--- config.mk ---
export PLATFORM = sky130hd
export DESIGN_NAME = ysyx_24100005_lsu
export DESIGN_NICKNAME = d
export VERILOG_FILES = /design/src/rtl/ysyx_24100005_lsu.sv
export SDC_FILE = /design/constraint.sdc
export NUM_CORES = 1
export LEC_CHECK = 0
export ABC_AREA = 0
export CAP_MARGIN = 0
export CELL_PAD_IN_SITES_DETAIL_PLACEMENT = 0
export CELL_PAD_IN_SITES_GLOBAL_PLACEMENT = 2
export CORE_UTILIZATION = 28
export CTS_CLUSTER_SIZE = 30
export DETAILED_ROUTE_END_ITERATION = 8
export GPL_ROUTABILITY_DRIVEN = 0
export PLACE_DENSITY_LB_ADDON = 0.1
export SLEW_MARGIN = 40
export SYNTH_ARGS = -nofsm -noshare
export SYNTH_HDL_FRONTEND = slang
export SYNTH_SLANG_ARGS = --single-unit
--- constraint.sdc ---
create_clock -name clk -period 7.32 [get_ports clk]
set_input_delay 0.732 -clock clk [delete_from_list [all_inputs] [get_ports clk]]
set_output_delay 0.732 -clock clk [all_outputs]
set_load 0.02 [all_outputs]
--- src/rtl/ysyx_24100005_lsu.sv ---
// Multi-cycle load/store unit: one EXU access at a time, aligned word requests with byte strobes.
// LSU_MISALIGN_TRAP_EN: defined -> misaligned access responds with resp_err; undefined -> address is aligned down.
module ysyx_24100005_lsu #(
  parameter int ADDR_W      = 32,
  parameter int DATA_W      = 32,
  parameter int TIMEOUT_CYC = 255
) (
  input  logic                  clk,
  input  logic                  rst,
  input  logic                  req_valid,
  output logic                  req_ready,
  input  logic                  req_wen,
  input  logic [2:0]            req_funct3,
  input  logic [ADDR_W-1:0]     req_addr,
  input  logic [DATA_W-1:0]     req_wdata,
  output logic                  resp_valid,
  input  logic                  resp_ready,
  output logic [DATA_W-1:0]     resp_rdata,
  output logic                  resp_err,
  output logic                  mem_valid,
  input  logic                  mem_ready,
  output logic                  mem_wen,
  output logic [ADDR_W-1:0]     mem_addr,
  output logic [DATA_W-1:0]     mem_wdata,
  output logic [DATA_W/8-1:0]   mem_wstrb,
  input  logic                  mem_rvalid,
  input  logic [DATA_W-1:0]     mem_rdata,
  output logic [1:0]            dbg_state
);

  localparam int STRB_W = DATA_W / 8;
  localparam int OFF_W  = $clog2(STRB_W);
  localparam logic [31:0] TO_LAST = 32'(TIMEOUT_CYC - 1);

  // Handshakes: a transfer happens on a rising edge where valid && ready are both high;
  // the valid side holds its payload stable until that edge.
  typedef enum logic [1:0] {IDLE = 2'd0, REQ = 2'd1, WAIT = 2'd2, RESP = 2'd3} state_t;

  state_t              state, state_d;
  logic [31:0]         cnt, cnt_d;
  logic [DATA_W-1:0]   rdata_d;
  logic                err_d;
  logic                r_wen;
  logic [2:0]          r_funct3;
  logic [ADDR_W-1:0]   r_addr;
  logic [DATA_W-1:0]   r_wdata;

  logic [ADDR_W-1:0]   lo_mask;
  logic [ADDR_W-1:0]   eff_addr;
  logic                illegal_in;
  logic                misalign_trap;
  logic                timeout_hit;
  logic [OFF_W-1:0]    off;
  logic [STRB_W-1:0]   size_strb;
  logic [DATA_W-1:0]   sh;
  logic [DATA_W-1:0]   keep;
  logic                sgn;
  logic [DATA_W-1:0]   ld_data;

  always_comb begin
    case (req_funct3[1:0])
      2'd0:    lo_mask = '0;
      2'd1:    lo_mask = ADDR_W'(1);
      2'd2:    lo_mask = ADDR_W'(3);
      default: lo_mask = ADDR_W'(7);
    endcase
  end

  assign illegal_in = (req_funct3[2:1] == 2'b11) ||
                      ((req_funct3 == 3'b011) && (DATA_W == 32)) ||
                      (req_funct3[2] && req_wen);

`ifdef LSU_MISALIGN_TRAP_EN
  assign misalign_trap = |(req_addr & lo_mask);
  assign eff_addr      = req_addr;
`else
  assign misalign_trap = 1'b0;
  assign eff_addr      = req_addr & ~lo_mask;
`endif

  assign timeout_hit = (TIMEOUT_CYC != 0) && (cnt == TO_LAST);

  // Memory side is driven straight from the captured request, so it is stable through REQ.
  assign off       = r_addr[OFF_W-1:0];
  assign mem_valid = (state == REQ);
  assign mem_wen   = r_wen;
  assign mem_addr  = r_addr & ~ADDR_W'(STRB_W - 1);
  assign mem_wdata = r_wdata << {off, 3'b000};

  always_comb begin
    case (r_funct3[1:0])
      2'd0:    size_strb = STRB_W'(1);
      2'd1:    size_strb = STRB_W'(3);
      2'd2:    size_strb = STRB_W'(15);
      default: size_strb = '1;
    endcase
  end

  assign mem_wstrb = r_wen ? (size_strb << off) : '0;

  // Load extraction: keep the low access-size bits, fill the rest with sign or zero.
  assign sh = mem_rdata >> {off, 3'b000};

  always_comb begin
    int nbits;
    nbits = 8 << r_funct3[1:0];
    if (nbits > DATA_W) nbits = DATA_W;
    sgn  = 1'b0;
    keep = '0;
    for (int i = 0; i < DATA_W; i++) begin
      keep[i] = (i < nbits);
      if (i == nbits - 1) sgn = sh[i];
    end
    sgn     = sgn & ~r_funct3[2];
    ld_data = (sh & keep) | ({DATA_W{sgn}} & ~keep);
  end

  assign req_ready  = (state == IDLE);
  assign resp_valid = (state == RESP);
  assign dbg_state  = state;

  always_comb begin
    state_d = state;
    rdata_d = resp_rdata;
    err_d   = resp_err;
    cnt_d   = cnt + 32'd1;
    case (state)
      IDLE: begin
        cnt_d = '0;
        if (req_valid) begin
          if (illegal_in || misalign_trap) begin
            state_d = RESP;
            err_d   = 1'b1;
            rdata_d = '0;
          end else begin
            state_d = REQ;
          end
        end
      end
      REQ: begin
        if (mem_ready) begin
          if (r_wen) begin
            state_d = RESP;
            err_d   = 1'b0;
            rdata_d = '0;
          end else begin
            state_d = WAIT;
            cnt_d   = '0;
          end
        end else if (timeout_hit) begin
          state_d = RESP;
          err_d   = 1'b1;
          rdata_d = '0;
        end
      end
      WAIT: begin
        if (mem_rvalid) begin
          state_d = RESP;
          err_d   = 1'b0;
          rdata_d = ld_data;
        end else if (timeout_hit) begin
          state_d = RESP;
          err_d   = 1'b1;
          rdata_d = '0;
        end
      end
      RESP: begin
        if (resp_ready) state_d = IDLE;
      end
      default: state_d = IDLE;
    endcase
  end

  always_ff @(posedge clk) begin
    if (rst) begin
      state      <= IDLE;
      cnt        <= '0;
      resp_rdata <= '0;
      resp_err   <= 1'b0;
      r_wen      <= 1'b0;
      r_funct3   <= '0;
      r_addr     <= '0;
      r_wdata    <= '0;
    end else begin
      state      <= state_d;
      cnt        <= cnt_d;
      resp_rdata <= rdata_d;
      resp_err   <= err_d;
      if (state == IDLE && req_valid) begin
        r_wen    <= req_wen;
        r_funct3 <= req_funct3;
        r_addr   <= eff_addr;
        r_wdata  <= req_wdata;
      end
    end
  end

endmodule

==> summary.md <==
| Metric | Value |
|---|---|
| Worst Path Max Fanout | 63 |
| I/O pins | 213 |
| Worst slew pin tran | slightly below 0.8 ns |
| Global-route wire length before repair | 32900 um |
| Area leader, netlist | dfxtp_1 |
| Post-synthesis sequential area ratio | between 40% and 50% |
| Synth Area in Compound Gates | ~17% |
| Initial antenna violation count | 0 |
| First-pass DRT Iterations | 4 |
| Arrival time of the worst setup path | 2.63 ns |
| Post-layout util | about two fifths |
| Area growth from synthesis to layout | 42.1% |
| DR vias | slightly above 6000 |
| Vias per Instance | between 4 and 5 |
| Synth Area in Simple Gates | around 23% |
| Mapped cell area | 6630 um^2 |
| Crit path launch type | register |
| Unrepaired setup endpoints after global routing | no |
| EDFF count, synth | 0 |
| Fmax | about 300 MHz |
| Status | completed |
| Warnings from Yosys | 0 |
| Drt initial violations | approximately 360 |
| Post-synthesis adder-cell area fraction | under 10% |
| Setup_tns | 0 ns |
| Ys async rst share | 0% |
| Netlist cell types | 56 |
| Reg clk slew, reported paths | roughly 0.060 ns |
| Core Area | 22900 um^2 |
| Final wirelength | between 20000 and 25000 um |
| CTS tree | built |
| Postcts setup bufs | 0 |
| Mux contribution to synthesized area | 6.08% |
| Cts repair resizes | 0 |
| R2R depth | 11 |
| Clock Latency Late Sink | 0.42 ns |
| Cells after Synth | 820 |
| Headroom to the max-slew limit | 48.2% |
| Pleak | between 3 and 4 nW |
| Final hold violation count | 0 |
| Most frequent cells after synthesis | nand2_1, dfxtp_1, a21oi_1, nor2_1, mux2i_1 |
| DP HPWL | ~15000 um |
| Die X-Extent | around 160 um |
| DRT antenna net count | 0 |
| Setup violators final | 0 |
| Clk buf depth | 2 |
| Std-Cell Rows | 55 |
| GRT overflow | 0 |
| Syn_area_per_cell | 8.09 um^2 |
| Vias in the first global route | 5781 |
| H-tree Lvls | 4 |
| Die Span Y | ~160 um |
| Critical path class | reg -> out |
| Drt drc | 0 |
| Worst reg2reg setup slack | between 4 and 5 ns |
| Clk_skew | about 0.011 ns |
| Tmin final | roughly 3.4 ns |
| Maximum vdd ir drop | between 0.00015 and 0.0002 V |
| Max Transition Viols Final | 0 |
| Min-Delay Path Class | reg -> reg |
| Hold depth | 2 |
| CTS Hold Bufs | 0 |
| Maximum number of pins on one net before global-route repair | 76 |
| Die area | 24300 um^2 |
| CP endpoint kind | primary output |
| Largest cells by area after synthesis | dfxtp_1, nand2_1, a21oi_1 |
| Final Net Count | around 1100 |
| Synth Area in XOR/XNOR | between 3 and 4% |
| Post-synth top flop | dfxtp_1 |
| P per Cell Area | 289 nW/um^2 |
| Max cap viols | 0 |
| Initial Utilization | 28.9% |
| Tcrit/Tclk final | 45.9% |
| Number of synthesized register bits | between 100 and 150 |
| Gr usage total | between 15 and 20% |
| Most common cell in the synthesized netlist | nand2_1 |
| WP data required | roughly 6.6 ns |
| CTS buffer count | 17 |
| Buffers added on ports | 210 |
| Clock sink count | 135 |
| Largest family of logic cells by synthesized area | simple AND/OR/NAND/NOR gates |
| Share of cells above drive strength 1 | a little over 6% |
| N_diodes | 0 |
| Root Driver | clkbuf_16 |
| Synth top area share | roughly two fifths |
| WL/cell | 16.3 um |
worst paths after layout:
| kind | start | to |
|---|---|---|
| setup / recovery | r_addr[0] | mem_wstrb[2] |
| hold / removal | r_addr[7] | r_addr[7] |
| setup reg to reg | r_funct3[1] | resp_rdata[8] |
| hold reg to reg | r_addr[7] | r_addr[7] |
logic make-up after synthesis:
| kind of cell | Yosys count |
|---|---|
| other cells | 2 |
| simple gates | 321 |
| buf+inv | 100 |
| fa+ha+maj | 10 |
| mux | 40 |
| compound gates | 187 |
| flops | 135 |
| xor+xnor | 25 |
power by group:
part           total, W  switching (W)  internal, W
Combinational  0.000845       0.000500     0.000346
Clock          0.000995       0.000338     0.000657
Sequential     0.000885      0.0000686     0.000817
Total           0.00273       0.000906      0.00182
registers in the layout (all words and copies together) (netlist names):
register / flops
cnt: 32
r_addr: 32
mem_wen: 1
resp_err: 1
resp_rdata: 32
r_funct3: 3
r_wdata: 32
dbg_state: 2
stage by stage:
| step | hold WS, ns | setup slack (ns) | power [W] | instances | cell area, um^2 |
|---|---|---|---|---|---|
| floorplan | 0.432 | 4.59 | 0.00143 | 823 | 6640 |
| global placement | 0.439 | 4.14 | 0.00176 | 1269 | 8730 |
| detailed placement | 0.446 | 4.09 | 0.00176 | 1269 | 8740 |
| CTS | 0.455 | 3.83 | 0.00278 | 1301 | 9420 |
| global route | 0.472 | 3.71 | 0.00289 | 1301 | 9420 |
| finish | 0.452 | 3.96 | 0.00273 | 1301 | 9420 |
worst max-delay path, stage by stage, from the launching register on:
cell	delay, ns
dfxtp_2	0.33
buf_4	0.58
inv_1	0.41
o21ai_0	0.25
a21oi_1	0.06
clkdlybuf4s50_1	0.56
cell usage in the layout (no fill, tap or decap), types with 3 or more instances in the layout:
master | Yosys | routed
ha_1 | 10 | 10
buf_4 | 32 | 6
a21oi_1 | 95 | 94
nor2b_1 | 15 | 15
dfxtp_1 | 135 | 132
xor2_1 | 12 | 12
mux2i_1 | 38 | 38
nand2_1 | 186 | 185
and2_1 | 12 | 11
nand3_1 | 13 | 13
and3_1 | 3 | 3
clkdlybuf4s50_1 | 0 | 209
a22o_1 | 25 | 25
nor3_1 | 6 | 6
bufinv_16 | 0 | 6
or3_1 | 6 | 6
nor4_1 | 5 | 5
nor2_1 | 46 | 45
inv_1 | 16 | 16
clkbuf_16 | 0 | 17
conb_1 | 2 | 5
xnor2_1 | 13 | 13
a32o_1 | 6 | 6
nand4_1 | 7 | 7
a211oi_1 | 10 | 10
clkinvlp_4 | 0 | 3
o21ai_0 | 32 | 32
and4_1 | 5 | 5
dfxtp_2 | 0 | 3
area by class of cell:
type | instances | area (um^2)
timing repair buffer | 217 | 2150
clock inverter | 12 | 221
multi-input combinational | 588 | 3430
inverter | 16 | 60.1
fill | 2380 | 13500
sequential | 135 | 2710
tap | 313 | 392
clock buffer | 20 | 457
per-layer routing:
layer  wire length (um)  share of wire, %  track usage [%]  vias to the layer above
met2               9680                46             27.8                      147
met4                124              0.59             3.78                        0
met5                  0                 0                0                        -
met1              10200                48             23.3                     2819
li1                   -                 -                -                     3090
met3               1160               5.5             4.94                        6
Power figures use the tool's default switching activity.
